[src/rtl/seg7_pkg.sv]
// Shared constants and the segment font for the 7-segment scan controller.
package seg7_pkg;

  localparam logic [1:0] ADDR_VALUE = 2'd0;
  localparam logic [1:0] ADDR_MODE  = 2'd1;
  localparam logic [1:0] ADDR_MASK  = 2'd2;

  localparam int MODE_DEC = 0;
  localparam int MODE_LZS = 1;

  localparam logic [7:0] SEG_BLANK = 8'h00;

  // Segment order {a,b,c,d,e,f,g,dp}, active high
  function automatic logic [7:0] seg7_font(input logic [3:0] d);
    logic [7:0] s;
    unique case (d)
      4'h0: s = 8'hfc;
      4'h1: s = 8'h60;
      4'h2: s = 8'hda;
      4'h3: s = 8'hf2;
      4'h4: s = 8'h66;
      4'h5: s = 8'hb6;
      4'h6: s = 8'hbe;
      4'h7: s = 8'he0;
      4'h8: s = 8'hfe;
      4'h9: s = 8'hf6;
      4'ha: s = 8'hee;
      4'hb: s = 8'h3e;
      4'hc: s = 8'h9c;
      4'hd: s = 8'h7a;
      4'he: s = 8'h9e;
      4'hf: s = 8'h8e;
    endcase
    return s;
  endfunction

endpackage

[src/rtl/bin2bcd_seq.sv]
// Sequential shift-add-3 binary to BCD converter, one input bit per cycle.
module bin2bcd_seq #(
  parameter int DATA_W     = 32,
  parameter int NUM_DIGITS = 8
) (
  input  logic                    clk,
  input  logic                    rst,
  input  logic                    start,
  input  logic [DATA_W-1:0]       bin,
  output logic                    busy,
  output logic                    done,
  output logic [4*NUM_DIGITS-1:0] bcd,
  output logic                    ovf
);

  localparam int BW = 4 * NUM_DIGITS;
  localparam int CW = $clog2(DATA_W) + 1;

  typedef enum logic [1:0] {
    S_IDLE,
    S_SHIFT,
    S_DONE
  } state_t;

  state_t            state_q, state_d;
  logic [DATA_W-1:0] sr_q, sr_d;
  logic [BW-1:0]     bcd_q, bcd_d;
  logic [CW-1:0]     cnt_q, cnt_d;
  logic              ovf_q, ovf_d;

  logic [BW-1:0]     adj;
  logic [BW-1:0]     shifted;
  logic              carry;
  logic              last;

  always_comb begin
    adj = bcd_q;
    for (int i = 0; i < NUM_DIGITS; i++) begin
      if (bcd_q[4*i +: 4] >= 4'd5)
        adj[4*i +: 4] = bcd_q[4*i +: 4] + 4'd3;
    end
    shifted = {adj[BW-2:0], sr_q[DATA_W-1]};
    carry   = adj[BW-1];
  end

  assign last = (state_q == S_SHIFT) &&
                (cnt_q == CW'(DATA_W - 1));

  // Result is presented on the final shift cycle; a restart suppresses it
  assign busy = (state_q == S_SHIFT);
  assign done = last && !start;
  assign bcd  = shifted;
  assign ovf  = ovf_q | carry;

  always_comb begin
    state_d = state_q;
    sr_d    = sr_q;
    bcd_d   = bcd_q;
    cnt_d   = cnt_q;
    ovf_d   = ovf_q;
    if (start) begin
      state_d = S_SHIFT;
      sr_d    = bin;
      bcd_d   = '0;
      cnt_d   = '0;
      ovf_d   = 1'b0;
    end else begin
      unique case (state_q)
        S_SHIFT: begin
          sr_d  = sr_q << 1;
          bcd_d = shifted;
          ovf_d = ovf_q | carry;
          cnt_d = cnt_q + 1'b1;
          if (last)
            state_d = S_DONE;
        end
        S_DONE:  state_d = S_IDLE;
        default: state_d = S_IDLE;
      endcase
    end
  end

  always_ff @(posedge clk) begin
    if (rst) begin
      state_q <= S_IDLE;
      sr_q    <= '0;
      bcd_q   <= '0;
      cnt_q   <= '0;
      ovf_q   <= 1'b0;
    end else begin
      state_q <= state_d;
      sr_q    <= sr_d;
      bcd_q   <= bcd_d;
      cnt_q   <= cnt_d;
      ovf_q   <= ovf_d;
    end
  end

endmodule

[src/rtl/seg7_scan_ctrl.sv]
// Memory-mapped 7-segment scan controller: register file, conversion,
// digit scan with leading-zero suppress and blank mask.
module seg7_scan_ctrl
  import seg7_pkg::*;
#(
  parameter int NUM_DIGITS = 8,
  parameter int SCAN_DIV   = 50000,
  parameter int DATA_W     = 32
) (
  input  logic                  clk,
  input  logic                  rst,
  input  logic                  wr_en,
  input  logic [1:0]            wr_addr,
  input  logic [DATA_W-1:0]     wr_data,
  output logic                  busy,
  output logic                  ovf,
  output logic [NUM_DIGITS-1:0] an,
  output logic [7:0]            seg_lo,
  output logic [7:0]            seg_hi
);

  localparam int BW = 4 * NUM_DIGITS;
  localparam int CW = $clog2(SCAN_DIV);
  localparam int IW = $clog2(NUM_DIGITS);
  localparam logic [IW-1:0] HALF = IW'(NUM_DIGITS / 2);
  localparam logic [IW-1:0] LAST = IW'(NUM_DIGITS - 1);

  logic [1:0]            mode_q, mode_d;
  logic [NUM_DIGITS-1:0] mask_q, mask_d;
  logic [BW-1:0]         buf_q, buf_d;
  logic                  ovf_q, ovf_d;
  logic [CW-1:0]         cnt_q, cnt_d;
  logic [IW-1:0]         idx_q, idx_d;
  logic [NUM_DIGITS-1:0] an_q, an_d;
  logic [7:0]            lo_q, lo_d;
  logic [7:0]            hi_q, hi_d;

  logic          start;
  logic          cv_done;
  logic          cv_ovf;
  logic [BW-1:0] cv_bcd;
  logic          tick;
  logic [IW-1:0] msnz;
  logic          blank;
  logic [7:0]    glyph;

  bin2bcd_seq #(
    .DATA_W     (DATA_W),
    .NUM_DIGITS (NUM_DIGITS)
  ) u_cvt (
    .clk   (clk),
    .rst   (rst),
    .start (start),
    .bin   (wr_data),
    .busy  (busy),
    .done  (cv_done),
    .bcd   (cv_bcd),
    .ovf   (cv_ovf)
  );

  always_comb begin
    mode_d = mode_q;
    mask_d = mask_q;
    buf_d  = buf_q;
    ovf_d  = ovf_q;
    start  = 1'b0;
    if (cv_done) begin
      buf_d = cv_bcd;
      ovf_d = cv_ovf;
    end
    if (wr_en) begin
      unique case (wr_addr)
        ADDR_VALUE: begin
          if (mode_q[MODE_DEC]) begin
            start = 1'b1;
          end else begin
            buf_d = BW'(wr_data);
            ovf_d = 1'b0;
          end
        end
        ADDR_MODE: mode_d = {wr_data[MODE_LZS], wr_data[MODE_DEC]};
        ADDR_MASK: mask_d = wr_data[NUM_DIGITS-1:0];
        default: ;
      endcase
    end
  end

  // Render the current digit from the pre-write buffer
  always_comb begin
    msnz = '0;
    for (int i = 0; i < NUM_DIGITS; i++) begin
      if (buf_q[4*i +: 4] != 4'd0)
        msnz = IW'(i);
    end
    blank = mask_q[idx_q] ||
            (mode_q[MODE_LZS] && (idx_q > msnz));
    glyph = blank ? SEG_BLANK :
            seg7_font(buf_q[{idx_q, 2'b00} +: 4]);
  end

  assign tick = (cnt_q == CW'(SCAN_DIV - 1));

  always_comb begin
    cnt_d = cnt_q + 1'b1;
    idx_d = idx_q;
    an_d  = an_q;
    lo_d  = lo_q;
    hi_d  = hi_q;
    if (tick) begin
      cnt_d = '0;
      idx_d = (idx_q == LAST) ? '0 : idx_q + 1'b1;
      an_d  = NUM_DIGITS'(1) << idx_q;
      lo_d  = (idx_q < HALF) ? glyph : SEG_BLANK;
      hi_d  = (idx_q < HALF) ? SEG_BLANK : glyph;
    end
  end

  always_ff @(posedge clk) begin
    if (rst) begin
      mode_q <= '0;
      mask_q <= '0;
      buf_q  <= '0;
      ovf_q  <= 1'b0;
      cnt_q  <= '0;
      idx_q  <= '0;
      an_q   <= '0;
      lo_q   <= '0;
      hi_q   <= '0;
    end else begin
      mode_q <= mode_d;
      mask_q <= mask_d;
      buf_q  <= buf_d;
      ovf_q  <= ovf_d;
      cnt_q  <= cnt_d;
      idx_q  <= idx_d;
      an_q   <= an_d;
      lo_q   <= lo_d;
      hi_q   <= hi_d;
    end
  end

  assign ovf    = ovf_q;
  assign an     = an_q;
  assign seg_lo = lo_q;
  assign seg_hi = hi_q;

endmodule

[config.mk]
export PLATFORM = sky130hd
export DESIGN_NAME = seg7_scan_ctrl
export DESIGN_NICKNAME = d
export VERILOG_FILES = /design/src/rtl/seg7_pkg.sv /design/src/rtl/bin2bcd_seq.sv /design/src/rtl/seg7_scan_ctrl.sv
export SDC_FILE = /design/constraint.sdc
export NUM_CORES = 1
export LEC_CHECK = 0
export CORE_AREA = 4 4 146 148
export DETAILED_ROUTE_END_ITERATION = 8
export DIE_AREA = 0 0 150 152
export PLACE_DENSITY = 0.57
export SETUP_SLACK_MARGIN = 0.1
export SLEW_MARGIN = 20
export SYNTH_ARGS = -nofsm -noshare
export SYNTH_HDL_FRONTEND = slang
export SYNTH_HIERARCHICAL = 1
export SYNTH_SLANG_ARGS = --single-unit
[constraint.sdc]
create_clock -name clk -period 2.75 [get_ports clk]
set_input_delay 0.55 -clock clk [delete_from_list [all_inputs] [get_ports clk]]
set_output_delay 0.55 -clock clk [all_outputs]
set_load 0.01 [all_outputs]
* Word level (Yosys, flattened, before mapping)
Memories as Yosys holds them, arrays and structs flattened.
Cells that the tools add are included.
** Storage, ports and cells
- Output and inout port bits :: 26
- Bits in registers :: 159
- Bits of input ports :: 37
- Word-level logic and storage cells :: 105
- Bits in read-only memories :: 112
- Memories :: 1
** Cells by class
- Equal/unequal tests :: 7
- Mux-type cells :: 37
- Shift operators :: 2
- Bitwise operators :: 2
- $add $sub $neg :: 11
- $lt $le $gt $ge :: 11
- Reduce and logical (&&, ||, !) cells :: 19
** Memory list
- (no name shown) :: words 16, bits a word 7, rd ports 1, clocked after memory_dff 0, write ports 0, line seg7_pkg.sv:16 : unique case (d)
** Operators with widths (number)
- 2-to-1 mux 32 bit :: 6
- adder 4 x 2 -> 4 bit, second input constant :: 8
- >= comparator 4 x 3 -> 1 bit, second input constant :: 8
- 2-to-1 mux 4 bit :: 8
- variable part select 32 x 6 -> 4 bit :: 1
- nonzero test 4 bit :: 7
- 2-to-1 mux 8 bit :: 3
- 2-to-1 mux 3 bit :: 7
- adder 16 x 1 -> 16 bit, second input constant :: 1
- equality test 16 bit, second input constant :: 1
- 2-to-1 mux 1 bit :: 12
- left shift 1 x 3 -> 8 bit, first input constant :: 1
- adder 6 x 1 -> 6 bit, second input constant :: 1
- equality test 6 x 5 -> 1 bit, second input constant :: 1
- equality test 2 x 1 -> 1 bit, second input constant :: 2
- less-than comparator 3 x 4 -> 1 bit, second input constant :: 1
- AND reduction 2 bit :: 2
- OR reduction 2 bit :: 2
- adder 3 x 1 -> 3 bit, second input constant :: 1
- binary-select mux 1 bit (select 3 bit) :: 1
- equality test 3 bit, second input constant :: 1
- > comparator 3 bit :: 1
- logical AND 1 bit :: 3
- less-than comparator 3 bit, second input constant :: 1
- other kinds (9) :: 9

* Longest topological paths before layout
Gate-level depths: netlist of run 1.
- Depth after elaboration :: 13
- Mapped depth :: 10
- Depth with buffers taken out :: 10

* By module
The synthesis of run 1 kept the hierarchy.
** Modules (own cells, without submodules)
- seg7_scan_ctrl :: seq. area each 1681.6 µm², instances 1, cells an instance 444, area an instance 4174.0 µm²
- bin2bcd_seq :: seq. area each 1461.4 µm², instances 1, cells an instance 433, area an instance 3749.8 µm²

* Worst setup path after synthesis of run 1
OpenSTA, ideal clock, no wires.
- Path kind :: flip-flop to flip-flop
- Start :: reg idx_q[0]
- End :: reg hi_q[4] (netlist: seg_hi[4])
- Cell stages (with the launch flop) :: 9
- Arrival :: 2.275 ns
- Buffers on the path :: 1
- Clock period less this slack :: 2.400 ns
- Data required time :: 2.625 ns
- Setup time :: 0.125 ns
- Path slack :: 0.350 ns
- Path through :: dfxtp_1 buf_6 mux4_1 mux2_4 inv_1 ha_1 mux2_2 mux2i_1 o21ai_0
** Between the ends
- Word-level cells in the longest chain between the ends :: 5
- Elaborated cells between the ends (all ways) :: 10
- Those cells by class :: 2 x order compare; 1 x shift; 4 x mux; 2 x reduce/logical; 1 x memory
** Ends and longest elaborated chain
- start: declaration :: line seg7_scan_ctrl.sv:33 : logic [IW-1:0] idx_q, idx_d;
- start signal: assignment :: line seg7_scan_ctrl.sv:135 : idx_q <= idx_d;
- branches (longest 4 deep; another with memory (16 x 7 bit))
- 2-to-1 mux 8 bit (*) :: line seg7_scan_ctrl.sv:114 : hi_d = (idx_q < HALF) ? SEG_BLANK : glyph;
- end signal: assignment :: line seg7_scan_ctrl.sv:138 : hi_q <= hi_d;
- end: declaration :: line seg7_scan_ctrl.sv:36 : logic [7:0] hi_q, hi_d;
Mark *: on every way between the ends. The select of a mux whose other input is x is not followed.
A chain may end at the register's enable or synchronous reset.

* Final worst setup path of run 1
Ends and elaborated chain as after synthesis.

==> metrics.txt, run 1 <==
# TYPE chip_impl_metric gauge
chip_impl_info{name="run_status",value="finished, final reports clean"} 1
chip_impl_metric{name="clock_latency",unit="ns"} 0.42
chip_impl_metric{name="die_w",unit="µm"} 150
chip_impl_metric{name="fp.dieH",unit="µm"} 152
chip_impl_info{name="worst_path_dominant_cell_family",value="multiplexers"} 1
chip_impl_metric{name="antenna_found_initial",unit=""} 0
chip_impl_metric{name="fraction_of_the_mapped_netlist_area_in_compound_gates",unit="%"} 13.2
chip_impl_metric{name="detail_route.wirelength",unit="µm"} 18900
chip_impl_metric{name="remaining_antenna_violation_count_after_routing",unit=""} 0
chip_impl_metric{name="numCtsBuffers",unit=""} 17
chip_impl_metric{name="synth_edf_count",unit=""} 0
chip_impl_metric{name="syn2layout_area_growth",unit="%"} 18.6
chip_impl_info{name="cts_tree",value="built"} 1
chip_impl_metric{name="drt_iter0_drc",unit=""} 299
chip_impl_metric{name="slew_headroom",unit="%"} 56.2
chip_impl_metric{name="wl_per_cell",unit="µm"} 15.6
chip_impl_metric{name="path_buf_inv",unit=""} 1
chip_impl_metric{name="coreArea",unit="µm²"} 20000
chip_impl_info{name="area_contributors_post_synth",value="dfxtp_1, mux2i_1, ha_1"} 1
chip_impl_metric{name="finalCriticalPeriod",unit="ns"} 2.51
chip_impl_metric{name="nets",unit=""} 999
chip_impl_info{name="cp_slowest_cell",value="mux4_1"} 1
chip_impl_metric{name="max_slew.worst_pin.slew",unit="ns"} 0.657
chip_impl_metric{name="via_count_of_the_first_global_routing_pass",unit=""} 5733
chip_impl_metric{name="ys_warn_count",unit=""} 6
chip_impl_metric{name="synthAdderAreaFrac",unit="%"} 5.21
chip_impl_metric{name="dp.cells",unit=""} 1179
chip_impl_metric{name="total_power",unit="mW"} 5.10
chip_impl_metric{name="hold_viol",unit=""} 0
chip_impl_metric{name="cp_max_fo",unit=""} 7
chip_impl_info{name="critical_path.startpoint",value="idx_q[0]"} 1
chip_impl_metric{name="detailedRoute.firstPassIterationCount",unit=""} 5
chip_impl_metric{name="timing.setup.tns",unit="ns"} 0
chip_impl_metric{name="static-leakage-power",unit="nW"} 3.76
chip_impl_info{name="cp_cell_sequence",value="mux4_1, mux2_4, inv_1, ha_1, mux2_2, mux2i_1, o21ai_0"} 1
chip_impl_metric{name="timing.final.setup_violations",unit=""} 0
chip_impl_metric{name="cpPeakStageDelay",unit="ns"} 0.60
chip_impl_metric{name="clkSinkCount",unit=""} 157
chip_impl_metric{name="grt_first_pass_wirelength",unit="µm"} 30800
chip_impl_metric{name="route.detailed.drc",unit=""} 0
chip_impl_metric{name="yosys.area.top_type_share",unit="%"} 39.7
chip_impl_info{name="origin_of_the_worst_min_delay_path",value="u_cvt/ovf_q"} 1
chip_impl_metric{name="clock_skew",unit="ns"} 0.00975
chip_impl_metric{name="power.density_cell_area",unit="nW/µm²"} 543
chip_impl_metric{name="rows",unit=""} 52
chip_impl_metric{name="ir_drop",unit="mV"} 0.351
chip_impl_metric{name="fraction_of_layout_cells_with_a_size_suffix_above_1",unit="%"} 8.40
chip_impl_metric{name="postSynth.asyncResetShare",unit="%"} 0
chip_impl_metric{name="max-cap-violations",unit=""} 0
chip_impl_metric{name="syn-mean-instance-area",unit="µm²"} 9.04
chip_impl_metric{name="yosys.area_share.xor_xnor",unit="%"} 3.09
chip_impl_metric{name="timing.final.crit_share",unit="%"} 91.2
chip_impl_metric{name="finish.cell_count_without_fillers",unit=""} 1211
chip_impl_metric{name="grt_max_degree",unit=""} 66
chip_impl_metric{name="global_route.usage.total",unit="%"} 16.9
chip_impl_metric{name="crit_arrival",unit="ns"} 2.81
chip_impl_info{name="yosys.area.top_type",value="dfxtp_1"} 1
chip_impl_metric{name="dp_worst_setup_slack",unit="ns"} 0.205
chip_impl_metric{name="postSynthRegisterBits",unit=""} 157
chip_impl_metric{name="route.vias.total",unit=""} 6118
chip_impl_info{name="timing.critical_path.to_type",value="flop"} 1
chip_impl_info{name="final_cell_mix",value="dfxtp_1, nand2_1, nor2_1"} 1
chip_impl_info{name="ys.flop_type",value="dfxtp_1"} 1
chip_impl_metric{name="layout.filler_cells",unit=""} 2028
chip_impl_metric{name="post_cts_hold_buffer_count",unit=""} 0
chip_impl_info{name="synth_top_family_by_area",value="simple AND/OR/NAND/NOR gates"} 1
chip_impl_info{name="clk_root_buffer_cell",value="clkbuf_16"} 1
chip_impl_metric{name="netlist_area",unit="µm²"} 7920
chip_impl_metric{name="fin_ws",unit="ns"} 0.241
chip_impl_metric{name="finalWeightedCongestion",unit=""} 0.843
chip_impl_metric{name="floorplan.io_pins",unit=""} 63
chip_impl_metric{name="avgViaCountPerCell",unit=""} 5.05
chip_impl_metric{name="initial_core_util",unit="%"} 39.5
chip_impl_metric{name="timing.final.max_slew_violations",unit=""} 0
chip_impl_info{name="holdCritPathClass",value="reg -> reg"} 1
chip_impl_metric{name="fmax",unit="GHz"} 0.399
chip_impl_metric{name="post_synth_and_or_nand_nor_area_fraction",unit="%"} 18.7
chip_impl_info{name="rsz0062_at_grt",value="no"} 1
chip_impl_info{name="layout_commonest_cell",value="dfxtp_1"} 1
chip_impl_metric{name="yosysSeqAreaShare",unit="%"} 39.7
chip_impl_metric{name="input_output_buffers",unit=""} 60
chip_impl_metric{name="synth_cell_type_count",unit=""} 58
chip_impl_metric{name="global_route.overflow_total",unit=""} 0
chip_impl_metric{name="dp.final_hpwl",unit="µm"} 13700
chip_impl_info{name="timing.critical_path.from_type",value="flop"} 1
chip_impl_metric{name="post_synth_inst_count",unit=""} 877
chip_impl_info{name="regToRegStartpoint",value="idx_q[0]"} 1
chip_impl_metric{name="design.die.area",unit="µm²"} 22800
chip_impl_metric{name="cts_max_path_buffers",unit=""} 2
chip_impl_metric{name="clock_pin_transition_on_the_worst_setup_and_hold_timing_paths",unit="ns"} 0.06
chip_impl_metric{name="clock_tree.htree_level_count",unit=""} 4
chip_impl_metric{name="cp_data_required_time",unit="ns"} 3.05
chip_impl_metric{name="yosys-mux-area-fraction",unit="%"} 15.0
chip_impl_info{name="path_type_of_the_worst_setup_path",value="reg -> reg"} 1
chip_impl_metric{name="num_antenna_cells",unit=""} 0
==> timing repair <==
| action | 4_1_cts | 5_1_grt |
|---|---|---|
| resized for setup | 0 | 1 |
| buffers inserted | 0 | 1 |
| endpoints found under the setup margin | 0 | 4 |
==> worst reg2reg max path, cell delays in order, from the launching register on <==
cell and delay, ns:
dfxtp_1 0.56, mux4_1 0.60, mux2_4 0.31, inv_1 0.14
ha_1 0.26, mux2_2 0.27, mux2i_1 0.16, o21ai_0 0.10
==> logic make-up (layout without fill, tap and decap cells) <==
| family | Yosys count | in the layout |
|---|---|---|
| simple gates | 311 | 311 |
| compound gates | 165 | 165 |
| flops | 157 | 157 |
| mux | 102 | 102 |
| buf+inv | 80 | 143 |
| fa+ha+maj | 33 | 33 |
| xor+xnor | 28 | 28 |
| other cells | 1 | 2 |
==> cells in the mapped netlist, types with 3 or more instances <==
master      n
a211oi_1   32
a21oi_1    32
a22o_1     16
a311oi_1    8
and3_1      3
and3b_1     3
buf_2       7
buf_4       9
buf_6       4
clkbuf_1   29
dfxtp_1   157
ha_1       33
inv_1      26
mux2_2      4
mux2i_1    86
mux4_1      7
mux4_2      3
nand2_1   106
nand2b_1   20
nand3_1    15
nand4_1     8
nor2_1     92
nor2_4      3
nor2b_1    29
nor3_1      5
nor4_1      7
o21a_1      7
o21ai_0    46
o21ai_1    13
o31ai_1     5
xnor2_1    15
xor2_1     13
==> path summary, 6_finish.rpt <==
check | end | slack, ns | cells after the start
worst max-delay path | seg_hi[4] | 0.24 | 7
worst min-delay path | u_cvt/ovf_q | 0.44 | 2
worst max register to register | seg_hi[4] | 0.24 | 7
worst min register to register | u_cvt/ovf_q | 0.44 | 2
==> power by group <==
group,switching (mW),internal [mW],leakage [nW],total (mW)
clock network,0.972,1.46,0.275,2.43
logic,0.178,0.150,2.21,0.328
registers,0.0341,2.31,1.27,2.35
==> metal layers <==
metal	vias to the layer above	wire length (µm)	global-route usage (%)
met1	2831	9280	24.2
met5	-	0	0
met2	115	8660	26.1
met4	0	110	3.83
li1	3162	-	-
met3	10	811	3.43
==> registers in the layout (all words and copies together), names as in the netlist <==
signal / count
buf_q: 32
u_cvt/bcd_q: 32
u_cvt/sr_q: 32
cnt_q: 16
an: 8
mask_q: 8
seg_hi: 7
seg_lo: 7
u_cvt/cnt_q: 6
idx_q: 3
mode_q: 2
u_cvt/state_q: 2
ovf: 1
u_cvt/ovf_q: 1
==> layout make-up <==
| cell class | count | area, µm² | area share [%] |
|---|---|---|---|
| clock buffers | 19 | 443 | 4.71 |
| well taps | 270 | 338 | 3.59 |
| inverters | 28 | 105 | 1.12 |
| repair buffers | 84 | 788 | 8.39 |
| flip-flops and latches | 157 | 3140 | 33.4 |
| multi-input cells | 641 | 4420 | 47.0 |
| clock inverters | 12 | 161 | 1.72 |
==> metrics by stage <==
| stage | hold slack [ns] | util (%) | instance area, µm² |
|---|---|---|---|
| after CTS | 0.447 | 46.8 | 9380 |
| after global routing | 0.464 | 46.9 | 9400 |
| after global placement | 0.436 | 43.8 | 8780 |
| final | 0.442 | 46.9 | 9400 |
| after detailed placement | 0.433 | 43.8 | 8780 |
| after floorplan | 0.416 | - | 7930 |
Power figures use the tool's default switching activity.
==> inputs of run 2 (changes only) <==
Settings changed: SKIP_CTS_REPAIR_TIMING set to 1.
==> results of run 2 <==
No change in the layout: final DEF, timing and power equal those of run 1.
==> inputs of run 3 (changes only) <==
Settings changed: ABC_AREA set to 1, CAP_MARGIN set to 20, CORE_AREA 4 4 146 148 to 4 4 152 154, DIE_AREA 0 0 150 152 to 0 0 156 158, GPL_ROUTABILITY_DRIVEN set to 0, PLACE_DENSITY 0.57 to 0.56.
==> metrics.txt, run 3 <==
# TYPE chip_impl_metric gauge
chip_impl_metric{name="ys_warn_count",unit=""} 6
chip_impl_info{name="yosys.area.top_type",value="dfxtp_1"} 1
chip_impl_metric{name="coreArea",unit="µm²"} 21700
chip_impl_metric{name="route.vias.total",unit=""} 7709
chip_impl_metric{name="fin_ws",unit="ns"} 0.373
chip_impl_metric{name="detailedRoute.firstPassIterationCount",unit=""} 7
chip_impl_info{name="layout_commonest_cell",value="nand2_1"} 1
chip_impl_metric{name="route.detailed.drc",unit=""} 0
chip_impl_info{name="origin_of_the_worst_min_delay_path",value="seg_lo[3]"} 1
chip_impl_metric{name="numCtsBuffers",unit=""} 17
chip_impl_info{name="holdCritPathClass",value="reg -> reg"} 1
chip_impl_info{name="holdPathEnd",value="seg_lo[3]"} 1
chip_impl_metric{name="max-cap-violations",unit=""} 0
chip_impl_info{name="synth.most_common_cell",value="nand2_1"} 1
chip_impl_metric{name="global_route.overflow_total",unit=""} 0
chip_impl_metric{name="dp_worst_setup_slack",unit="ns"} 0.187
chip_impl_metric{name="nets",unit=""} 1337
chip_impl_metric{name="path_buf_inv",unit=""} 0
chip_impl_info{name="timing.critical_path.to_type",value="flop"} 1
chip_impl_metric{name="cp_data_required_time",unit="ns"} 3.08
chip_impl_metric{name="remaining_antenna_violation_count_after_routing",unit=""} 0
chip_impl_metric{name="clock_skew",unit="ns"} 0.00832
chip_impl_metric{name="timing.hold.worst_path_depth",unit=""} 2
chip_impl_metric{name="num_antenna_cells",unit=""} 0
chip_impl_metric{name="worst_r2r_path_cells",unit=""} 12
chip_impl_info{name="ys.flop_type",value="dfxtp_1"} 1
chip_impl_info{name="area_contributors_post_synth",value="dfxtp_1, nand2_1, o21ai_0"} 1
chip_impl_metric{name="global_route.usage.total",unit="%"} 18.4
chip_impl_metric{name="fmax",unit="GHz"} 0.421
chip_impl_metric{name="design.die.area",unit="µm²"} 24600
chip_impl_metric{name="post_synth_inst_count",unit=""} 1221
chip_impl_metric{name="postSynthRegisterBits",unit=""} 157
chip_impl_metric{name="yosysSeqAreaShare",unit="%"} 36.7
chip_impl_metric{name="cts_max_path_buffers",unit=""} 2
chip_impl_info{name="regToRegStartpoint",value="buf_q[23]"} 1
chip_impl_metric{name="crit_arrival",unit="ns"} 2.70
chip_impl_metric{name="timing.final.setup_violations",unit=""} 0
chip_impl_metric{name="finish.cell_count_without_fillers",unit=""} 1559
chip_impl_metric{name="grt_first_pass_wirelength",unit="µm"} 36600
chip_impl_metric{name="timing.setup.tns",unit="ns"} 0
chip_impl_metric{name="synth_cell_type_count",unit=""} 46
chip_impl_info{name="largestRegisters",value="buf_q: 32 flops, u_cvt/bcd_q: 32 flops, u_cvt/sr_q: 32 flops"} 1
chip_impl_metric{name="drt_iter0_drc",unit=""} 504
chip_impl_info{name="path_type_of_the_worst_setup_path",value="reg -> reg"} 1
chip_impl_info{name="worst_path_dominant_cell_family",value="simple AND/OR/NAND/NOR gates"} 1
chip_impl_info{name="clk_root_buffer_cell",value="clkbuf_16"} 1
chip_impl_metric{name="grt_max_degree",unit=""} 66
chip_impl_info{name="final_cell_mix",value="nand2_1, inv_1, dfxtp_1"} 1
chip_impl_metric{name="dp.final_hpwl",unit="µm"} 15800
chip_impl_metric{name="via_count_of_the_first_global_routing_pass",unit=""} 7350
chip_impl_metric{name="static-leakage-power",unit="nW"} 4.30
chip_impl_metric{name="avgViaCountPerCell",unit=""} 4.94
chip_impl_metric{name="max_slew.worst_pin.slew",unit="ns"} 0.542
chip_impl_metric{name="syn2layout_area_growth",unit="%"} 16.6
chip_impl_metric{name="wl_per_cell",unit="µm"} 14.1
chip_impl_metric{name="die_w",unit="µm"} 156
chip_impl_metric{name="rows",unit=""} 54
chip_impl_info{name="timing.rr.end",value="seg_lo[6]"} 1
chip_impl_info{name="cp_cell_sequence",value="nor4_2, nand2_1, a21oi_1, nor2_1, ha_1, nand2_1, o21ai_0, nand3_1, nand3_1, nor2_1, nand3_1, nand2_1"} 1
chip_impl_metric{name="yosys.area.top_type_share",unit="%"} 36.7
chip_impl_info{name="synth.cells.most_frequent",value="nand2_1, inv_1, dfxtp_1"} 1
chip_impl_metric{name="timing.final.crit_share",unit="%"} 86.4
chip_impl_metric{name="floorplan.io_pins",unit=""} 63
chip_impl_metric{name="clock_tree.htree_level_count",unit=""} 4
chip_impl_metric{name="cpPeakStageDelay",unit="ns"} 0.38
chip_impl_info{name="cp_slowest_cell",value="nor4_2"} 1
chip_impl_metric{name="postSynth.asyncResetShare",unit="%"} 0
chip_impl_metric{name="final_core_utilization",unit="%"} 46.1
chip_impl_metric{name="layout.filler_cells",unit=""} 2247
chip_impl_metric{name="ir_drop",unit="mV"} 0.313
chip_impl_metric{name="clock_latency",unit="ns"} 0.44
chip_impl_metric{name="syn-mean-instance-area",unit="µm²"} 7.02
chip_impl_info{name="rsz0062_at_grt",value="no"} 1
chip_impl_metric{name="input_output_buffers",unit=""} 60
chip_impl_metric{name="fp.dieH",unit="µm"} 158
chip_impl_metric{name="finalCriticalPeriod",unit="ns"} 2.38
chip_impl_metric{name="netlist_area",unit="µm²"} 8570
chip_impl_metric{name="timing.final.max_slew_violations",unit=""} 0
chip_impl_metric{name="clock_pin_transition_on_the_worst_setup_and_hold_timing_paths",unit="ns"} 0.06
chip_impl_metric{name="clkSinkCount",unit=""} 157
chip_impl_metric{name="slew_headroom",unit="%"} 63.8
chip_impl_info{name="cts_tree",value="built"} 1
chip_impl_metric{name="detail_route.wirelength",unit="µm"} 21900
chip_impl_info{name="timing.critical_path.from_type",value="flop"} 1
chip_impl_metric{name="ff2ff_setup_slack",unit="ns"} 0.37
chip_impl_metric{name="initial_core_util",unit="%"} 39.5
chip_impl_metric{name="power.density_cell_area",unit="nW/µm²"} 520
chip_impl_metric{name="fraction_of_layout_cells_with_a_size_suffix_above_1",unit="%"} 10.1
chip_impl_metric{name="total_power",unit="mW"} 5.19
chip_impl_metric{name="hold_viol",unit=""} 0
chip_impl_metric{name="cp_max_fo",unit=""} 3
chip_impl_info{name="run_status",value="finished, final reports clean"} 1
chip_impl_metric{name="antenna_found_initial",unit=""} 0
chip_impl_metric{name="synth_edf_count",unit=""} 0
chip_impl_metric{name="dp.cells",unit=""} 1528
==> run 3: worst min-delay path: stages (launching register included) <==
cell and delay [ns]:
dfxtp_1 0.31, nand2_1 0.06, nand2_1 0.04
==> run 3: cells by family (layout without fill, tap and decap cells) <==
kind of cell / Yosys count / in the layout / synth area share, %
other: 1 / 2 / 0.0438
and+or+nand+nor: 512 / 512 / 27.4
adders and majority gates: 33 / 33 / 4.82
xor gates and xnor gates: 2 / 2 / 0.204
DFF: 157 / 157 / 36.7
AOI/OAI and AO/OA: 267 / 267 / 16.5
buffers and inverters: 232 / 289 / 12.1
muxes: 17 / 17 / 2.22
==> run 3: metal layers <==
metal	global-route usage (%)	up-vias	share of wire, %	wire, µm
met5	0	-	0	0
met4	5.59	0	1.5	320
met3	2.95	27	4.3	953
met2	30.5	135	46	10100
met1	24.8	3481	48	10600
li1	-	4066	-	-
==> run 3: cell type report <==
cell class              count  area [µm²]  area share (%)
inverters                 177         672            6.72
multi-input cells         833        4420            44.3
well taps                 280         350            3.51
clock inverters            10         139            1.39
clock buffers              21         460            4.61
flip-flops and latches    157        3140            31.5
repair buffers             81         803            8.04
==> run 3: per-stage QoR <==
stage	hold slack (ns)	instance area, µm²
after detailed placement	0.443	9380
final	0.450	9990
after global routing	0.478	9990
after CTS	0.452	9980
after floorplan	0.418	8570
after global placement	0.435	9380
==> run 3: power breakdown <==
group          switching (mW)  internal, mW  leakage, nW
logic                   0.241         0.156         2.74
registers              0.0303          2.32         1.27
clock network           0.974          1.47        0.293
==> run 3: how the worst max path moves through the flow <==
stage	startpoint	end	slack (ns)	cells past startpoint
2_1_floorplan	wr_addr[1]	buf_q[17]	0.39	12
3_3_place_gp	wr_addr[1]	buf_q[16]	0.22	11
3_5_place_dp	wr_addr[1]	buf_q[27]	0.19	11
4_1_cts	buf_q[23]	seg_lo[6]	0.24	12
5_1_grt	buf_q[23]	seg_lo[6]	0.13	12
6_report	buf_q[23]	seg_lo[6]	0.37	12
